## src/rtl/hilo_mdu_if.sv

```systemverilog
// Issue/result bundle between the EX stage and the HI/LO multiply-divide unit.
// The EX stage drives the master side and the unit sits on the slave side.
interface hilo_mdu_if #(
  parameter int WIDTH = 32
) ();
  logic             en;
  logic             flush;
  logic [2:0]       mdu_op;
  logic [WIDTH-1:0] a;
  logic [WIDTH-1:0] b;
  logic             stall;
  logic             done;
  logic [WIDTH-1:0] hi;
  logic [WIDTH-1:0] lo;

  modport master (
    output en, flush, mdu_op, a, b,
    input  stall, done, hi, lo
  );

  modport slave (
    input  en, flush, mdu_op, a, b,
    output stall, done, hi, lo
  );
endinterface

```

## src/rtl/hilo_mdu.sv

```systemverilog
// EX-stage multiply/divide unit with architectural HI/LO registers.
// MULT/MULTU take 2 cycles, DIV/DIVU take WIDTH+1 cycles, and MTHI/MTLO take 1 cycle.
module hilo_mdu #(
  parameter int WIDTH = 32
) (
  input  logic        clk,
  input  logic        resetn,
  hilo_mdu_if.slave   bus
);
  localparam int CW = $clog2(WIDTH);

  localparam logic [2:0] OP_MULT  = 3'd1;
  localparam logic [2:0] OP_MULTU = 3'd2;
  localparam logic [2:0] OP_DIV   = 3'd3;
  localparam logic [2:0] OP_DIVU  = 3'd4;
  localparam logic [2:0] OP_MTHI  = 3'd5;
  localparam logic [2:0] OP_MTLO  = 3'd6;

  typedef enum logic [1:0] {
    IDLE = 2'd0,
    MUL  = 2'd1,
    DIV  = 2'd2,
    DONE = 2'd3
  } state_t;

  state_t           state_r;
  logic [WIDTH-1:0] hi_r;
  logic [WIDTH-1:0] lo_r;
  logic [WIDTH-1:0] a_r;     // multiplicand, or dividend/quotient shift register
  logic [WIDTH-1:0] b_r;     // multiplier, or divisor magnitude
  logic [WIDTH-1:0] rem_r;
  logic [CW-1:0]    count_r;
  logic             signed_r;
  logic             sa_r;
  logic             sb_r;
  logic             done_r;

  logic             is_md_s;
  logic             is_div_s;
  logic             is_signed_s;
  logic [WIDTH-1:0] abs_a_s;
  logic [WIDTH-1:0] abs_b_s;
  logic             stall_s;
  logic [2*WIDTH-1:0] ext_a_s;
  logic [2*WIDTH-1:0] ext_b_s;
  logic [2*WIDTH-1:0] prod_s;
  logic [WIDTH:0]   rem_sh_s;
  logic [WIDTH-1:0] diff_s;
  logic             ge_s;
  logic [WIDTH-1:0] rem_nxt_s;
  logic [WIDTH-1:0] quo_nxt_s;
  logic [WIDTH-1:0] q_fix_s;
  logic [WIDTH-1:0] r_fix_s;

  // Issue decode, operand magnitudes and the pipeline hold request
  always_comb begin
    is_div_s    = (bus.mdu_op == OP_DIV) || (bus.mdu_op == OP_DIVU);
    is_md_s     = is_div_s || (bus.mdu_op == OP_MULT) || (bus.mdu_op == OP_MULTU);
    is_signed_s = (bus.mdu_op == OP_MULT) || (bus.mdu_op == OP_DIV);
    abs_a_s     = (is_signed_s && bus.a[WIDTH-1]) ? ({WIDTH{1'b0}} - bus.a) : bus.a;
    abs_b_s     = (is_signed_s && bus.b[WIDTH-1]) ? ({WIDTH{1'b0}} - bus.b) : bus.b;
    stall_s     = !bus.flush && (((state_r == IDLE) && bus.en && is_md_s) ||
                                 (state_r == MUL) || (state_r == DIV));
  end

  // Full-width product of the latched operands
  always_comb begin
    ext_a_s = signed_r ? {{WIDTH{a_r[WIDTH-1]}}, a_r} : {{WIDTH{1'b0}}, a_r};
    ext_b_s = signed_r ? {{WIDTH{b_r[WIDTH-1]}}, b_r} : {{WIDTH{1'b0}}, b_r};
    prod_s  = ext_a_s * ext_b_s;
  end

  // One restoring-division step; a zero divisor falls through to q=all ones, r=dividend
  always_comb begin
    rem_sh_s  = {rem_r, a_r[WIDTH-1]};
    diff_s    = rem_sh_s[WIDTH-1:0] - b_r;
    ge_s      = rem_sh_s >= {1'b0, b_r};
    rem_nxt_s = ge_s ? diff_s : rem_sh_s[WIDTH-1:0];
    quo_nxt_s = {a_r[WIDTH-2:0], ge_s};
    q_fix_s   = (sa_r ^ sb_r) ? ({WIDTH{1'b0}} - quo_nxt_s) : quo_nxt_s;
    r_fix_s   = sa_r ? ({WIDTH{1'b0}} - rem_nxt_s) : rem_nxt_s;
  end

  // Control FSM with HI/LO and operand state
  always_ff @(posedge clk or negedge resetn) begin
    if (!resetn) begin
      state_r  <= IDLE;
      hi_r     <= {WIDTH{1'b0}};
      lo_r     <= {WIDTH{1'b0}};
      a_r      <= {WIDTH{1'b0}};
      b_r      <= {WIDTH{1'b0}};
      rem_r    <= {WIDTH{1'b0}};
      count_r  <= {CW{1'b0}};
      signed_r <= 1'b0;
      sa_r     <= 1'b0;
      sb_r     <= 1'b0;
      done_r   <= 1'b0;
    end else if (bus.flush) begin
      state_r <= IDLE;
      count_r <= {CW{1'b0}};
      done_r  <= 1'b0;
    end else begin
      case (state_r)
        IDLE: begin
          done_r <= 1'b0;
          if (bus.en && is_md_s) begin
            a_r      <= is_div_s ? abs_a_s : bus.a;
            b_r      <= is_div_s ? abs_b_s : bus.b;
            rem_r    <= {WIDTH{1'b0}};
            count_r  <= {CW{1'b0}};
            signed_r <= is_signed_s;
            sa_r     <= is_signed_s && bus.a[WIDTH-1];
            sb_r     <= is_signed_s && bus.b[WIDTH-1];
            state_r  <= is_div_s ? DIV : MUL;
          end else if (bus.en && (bus.mdu_op == OP_MTHI)) begin
            hi_r <= bus.a;
          end else if (bus.en && (bus.mdu_op == OP_MTLO)) begin
            lo_r <= bus.a;
          end else begin
            state_r <= IDLE;
          end
        end
        MUL: begin
          hi_r    <= prod_s[2*WIDTH-1:WIDTH];
          lo_r    <= prod_s[WIDTH-1:0];
          done_r  <= 1'b1;
          state_r <= DONE;
        end
        DIV: begin
          rem_r   <= rem_nxt_s;
          a_r     <= quo_nxt_s;
          count_r <= count_r + {{(CW-1){1'b0}}, 1'b1};
          if (count_r == CW'(WIDTH - 1)) begin
            hi_r    <= r_fix_s;
            lo_r    <= q_fix_s;
            done_r  <= 1'b1;
            state_r <= DONE;
          end else begin
            state_r <= DIV;
          end
        end
        DONE: begin
          done_r  <= 1'b0;
          state_r <= IDLE;
        end
        default: begin
          done_r  <= 1'b0;
          state_r <= IDLE;
        end
      endcase
    end
  end

  assign bus.stall = stall_s;
  assign bus.done  = done_r;
  assign bus.hi    = hi_r;
  assign bus.lo    = lo_r;
endmodule

```

## src/flat_wrapper.sv

```systemverilog
// flat-port wrapper written by rule: the top's interface ports become plain ports
module hilo_mdu_flat 
#(
  parameter int WIDTH = 32
)
  (clk, resetn, bus_en, bus_flush, bus_mdu_op, bus_a, bus_b, bus_stall, bus_done, bus_hi, bus_lo);
  hilo_mdu_if #(.WIDTH(WIDTH)) bus_i ();
  input  logic clk;
  input  logic resetn;
  input wire logic [$bits(bus_i.en)-1:0] bus_en;
  input wire logic [$bits(bus_i.flush)-1:0] bus_flush;
  input wire logic [$bits(bus_i.mdu_op)-1:0] bus_mdu_op;
  input wire logic [$bits(bus_i.a)-1:0] bus_a;
  input wire logic [$bits(bus_i.b)-1:0] bus_b;
  output wire logic [$bits(bus_i.stall)-1:0] bus_stall;
  output wire logic [$bits(bus_i.done)-1:0] bus_done;
  output wire logic [$bits(bus_i.hi)-1:0] bus_hi;
  output wire logic [$bits(bus_i.lo)-1:0] bus_lo;
  assign bus_i.en = bus_en;
  assign bus_i.flush = bus_flush;
  assign bus_i.mdu_op = bus_mdu_op;
  assign bus_i.a = bus_a;
  assign bus_i.b = bus_b;
  assign bus_stall = bus_i.stall;
  assign bus_done = bus_i.done;
  assign bus_hi = bus_i.hi;
  assign bus_lo = bus_i.lo;
  hilo_mdu #(.WIDTH(WIDTH)) u_core (.clk(clk), .resetn(resetn), .bus(bus_i));
endmodule
```

## config.mk

```make
export PLATFORM = sky130hd
export DESIGN_NAME = hilo_mdu_flat
export DESIGN_NICKNAME = d
export VERILOG_FILES = /design/src/rtl/hilo_mdu_if.sv /design/src/rtl/hilo_mdu.sv /design/src/flat_wrapper.sv
export SDC_FILE = /design/constraint.sdc
export NUM_CORES = 2
export LEC_CHECK = 0
export ABC_AREA = 0
export CORE_AREA = 2 2 354 269
export DETAILED_ROUTE_END_ITERATION = 10
export DIE_AREA = 0 0 356 271
export PLACE_DENSITY = 0.9
export SLEW_MARGIN = 40
export SYNTH_ARGS = -nofsm -noshare
export SYNTH_HDL_FRONTEND = slang
export SYNTH_SLANG_ARGS = --single-unit
```

## constraint.sdc

```tcl
create_clock -name clk -period 13.4 [get_ports clk]
set_clock_uncertainty 0.1 [all_clocks]
set_input_delay 2.68 -clock clk [delete_from_list [all_inputs] [get_ports clk]]
set_output_delay 2.68 -clock clk [all_outputs]
set_load 0.02 [all_outputs]
```

==> impl_metrics.yaml <==
outcome:
  outcome: "complete, no violations"
global_route:
  globalRouteTotalUtil_pct: 42.6
  grt_start_max_net_pins: 93
  first_pass_grt_wire_length_um: 307000
  grt-ovfl-total: 0
  antenna_violations_before_repair: 13
  number_of_global_route_vias_before_repair: 52400
finish:
  numnets_final: 8488
  final.fill_count: 6891
  final_util_pct: 68.9
  layout-drive-gt1-share_pct: 2.85
  flow.area_growth_from_synthesis_pct: 4.89
sta:
  fin_tns_setup_ns: 0
  max-slew-margin-rel_pct: 40.9
  setup_viol: 0
  unrepaired_setup_endpoints_after_global_routing: "false"
  achievable-frequency_mhz: 93.8
  worst-slew-pin-transition_ns: 0.870
  timing.final.hold_violations: 0
  post-route-min-period_ns: 10.66
  drv_slew: 0
  fin_crit_sh_pct: 79.6
detailed_routing:
  detail_route.wl_per_cell_um: 25.1
  route.final.wire_length_um: 198000
  initialDrtViolationCount: 6024
  dr.pass1.iters: 6
  ant_nets: 0
  detail_route.drc_violations: 0
  detail_route.vias_per_cell: 6.20
  route.vias.total: 49000
clocking:
  postCtsHoldBufs: 0
  ctsLongestPathBuffers: 2
  cts.root.buffer_cell: "clkbuf_16"
  tritoncts: "done"
  worst_setup_hold_path_clk_slew_ns: 0.08
  total_setup_buffers_inserted_after_cts: 0
  clock_latency_ns: 0.54
  numCtsBuffers: 17
  htreeDepth: 4
  cts_repair_resize_count: 0
  clock_sink_count: 171
logic_synthesis:
  yosys.area.top_type: "fa_1"
  ys_seq_area_share_pct: 7.03
  number_of_synthesized_register_bits: 171
  async_reset_ff_share_pct: 100
  ys_types: 87
  synth.cell_area_um2: 60900
  main_synth_ff_type: "dfrtp_1"
  synth.top_cells.by_area: "fa_1, inv_1, ha_1, dfrtp_1, and2_1"
  synthesis.nets: 8608
  netlist_instances: 6767
  ys_warn_count: 0
  netlist.area_leader.share_pct: 46.7
  synth_area_per_cell_um2: 9.00
  synth-edff-count: 0
setup_path:
  cp_launch_type: "flop"
  end_kind: "flop"
  timing.critical_path.required_ns: 13.77
  worst-endpoint-arrival_ns: 11.03
  crit_path_top_delay_cell: "mux2i_2"
  crit_fanout: 42
  critical-path-top-cell-by-count: "fa_1"
  worst_path_largest_cell_delay_ns: 0.78
  crit_type: "reg -> reg"
floorplanning:
  die_x_um: 356
  area_enclosed_by_the_die_boundary_um2: 96500
  initial_utilization_pct: 65.7
  die_y_um: 271
  floorplan.io_pins: 137
  core_region_area_um2: 92700
  fp-row-count: 97
job:
  drv_cap: 0
place:
  numPortBuffers: 136
  post-dp-hpwl_um: 160000
  place_congestion: 1.05
worst_hold_path:
  hp-class: "reg -> reg"
-- worst paths after layout --
path | endpoint | start | slack [ns] | cells past startpoint
setup / recovery | u_core.bus.hi[26] | u_core.b_r[31] | 2.74 | 32
hold / removal | u_core.bus.hi[9] | u_core.bus.hi[9] | 0.38 | 1
setup reg to reg | u_core.bus.hi[26] | u_core.b_r[31] | 2.74 | 32
hold reg to reg | u_core.bus.hi[9] | u_core.bus.hi[9] | 0.38 | 1
max in group asynchronous | u_core.b_r[22] | resetn | 10.11 | 2
min in group asynchronous | u_core.b_r[26] | resetn | 1.97 | 1
-- cell type report --
class,count,area [um2],area share [%]
Multi-Input combinational cell,4627,49300,77.2
Inverter,1597,5990,9.39
Sequential cell,171,4290,6.71
Timing Repair Buffer,233,2110,3.30
Tap cell,1237,1550,2.42
Clock buffer,17,425,0.666
Clock inverter,15,189,0.296
Antenna cell,11,27.5,0.0431
-- routing by layer --
metal	GRT usage, %	vias to the layer above	part of all wire [%]
li1	-	20100	-
met3	17.4	826	15
met2	60.4	3644	42
met5	0	-	0.067
met1	56.4	24500	36
met4	21.8	12	6.3
-- placed cells by master, fill, tap and decap left out, types with 16 or more instances in the layout --
cell type and n:
inv_1 1596, fa_1 1420, nand2_1 752, and2_1 540
ha_1 348, nor2_1 235, o21ai_0 206, a21oi_1 174
dfrtp_1 166, xnor2_1 156, clkdlybuf4s50_1 135, xor2_1 92
buf_4 89, o31ai_1 72, a21o_1 65, nor3_1 51
a221oi_1 46, and3_1 39, nand3_1 37, nand4_1 22
or3_1 22, mux2i_1 22, a211oi_1 21, a31oi_1 21
o211ai_1 18, o21a_1 17, clkbuf_16 17, nor2b_1 16
-- cells in the mapped netlist, types with 9 or more instances --
master    number
a211oi_1      21
a21o_1        65
a21oi_1      174
a221oi_1      46
a22o_1        10
a31oi_1       21
and2_1       540
and3_1        40
buf_1         28
buf_2          9
clkbuf_1     333
dfrtp_1      171
fa_1        1420
ha_1         350
inv_1       1596
mux2i_1       23
nand2_1      754
nand2b_1      14
nand3_1       38
nand4_1       22
nor2_1       235
nor2b_1       17
nor3_1        51
nor4_1        15
o211ai_1      18
o21a_1        17
o21ai_0      208
o21bai_1      11
o31ai_1       72
o41ai_1       12
or3_1         23
or4_1         10
xnor2_1      160
xor2_1        92
-- stage by stage --
stage / hold WS [ns] / setup WS [ns] / area (um2) / std cells
after floorplan: 0.365 / 3.98 / 60900 / 6767
after global placement: 0.362 / 2.87 / 63100 / 7860
after detailed placement: 0.368 / 2.92 / 63200 / 7863
after CTS: 0.387 / 2.87 / 63800 / 7895
after global routing: 0.416 / 2.42 / 63800 / 7897
final: 0.383 / 2.74 / 63900 / 7908
-- worst max-delay path, delay by kind of cell, from the launching register on --
kind	cells	cell delay, ns
multiplexers	2	1.08
AO/OA/AOI/OAI	6	1.74
flip-flops	1	0.33
adder cells (fa/ha/maj)	10	4.60
buffers and inverters	7	0.94
AND/OR/NAND/NOR	7	1.77
-- sequential cells by signal (all words and copies together), names as in the netlist --
register	cells
u_core.a_r	32
u_core.bus.done	1
u_core.signed_r	1
u_core.rem_r	32
u_core.sa_r	1
u_core.count_r	5
u_core.bus.lo	32
u_core.b_r	32
u_core.state_r	2
u_core.bus.hi	32
u_core.sb_r	1
-- cell families after synthesis --
kind of cell | synth area share [%]
buf+inv | 12.2
mux | 0.489
xor+xnor | 3.63
simple gates | 14.4
flops | 7.03
fa+ha+maj | 54.0
compound gates | 8.36
Power is not shown: default switching activity piles up to over one toggle a cycle in this logic, so the estimate is an artifact.
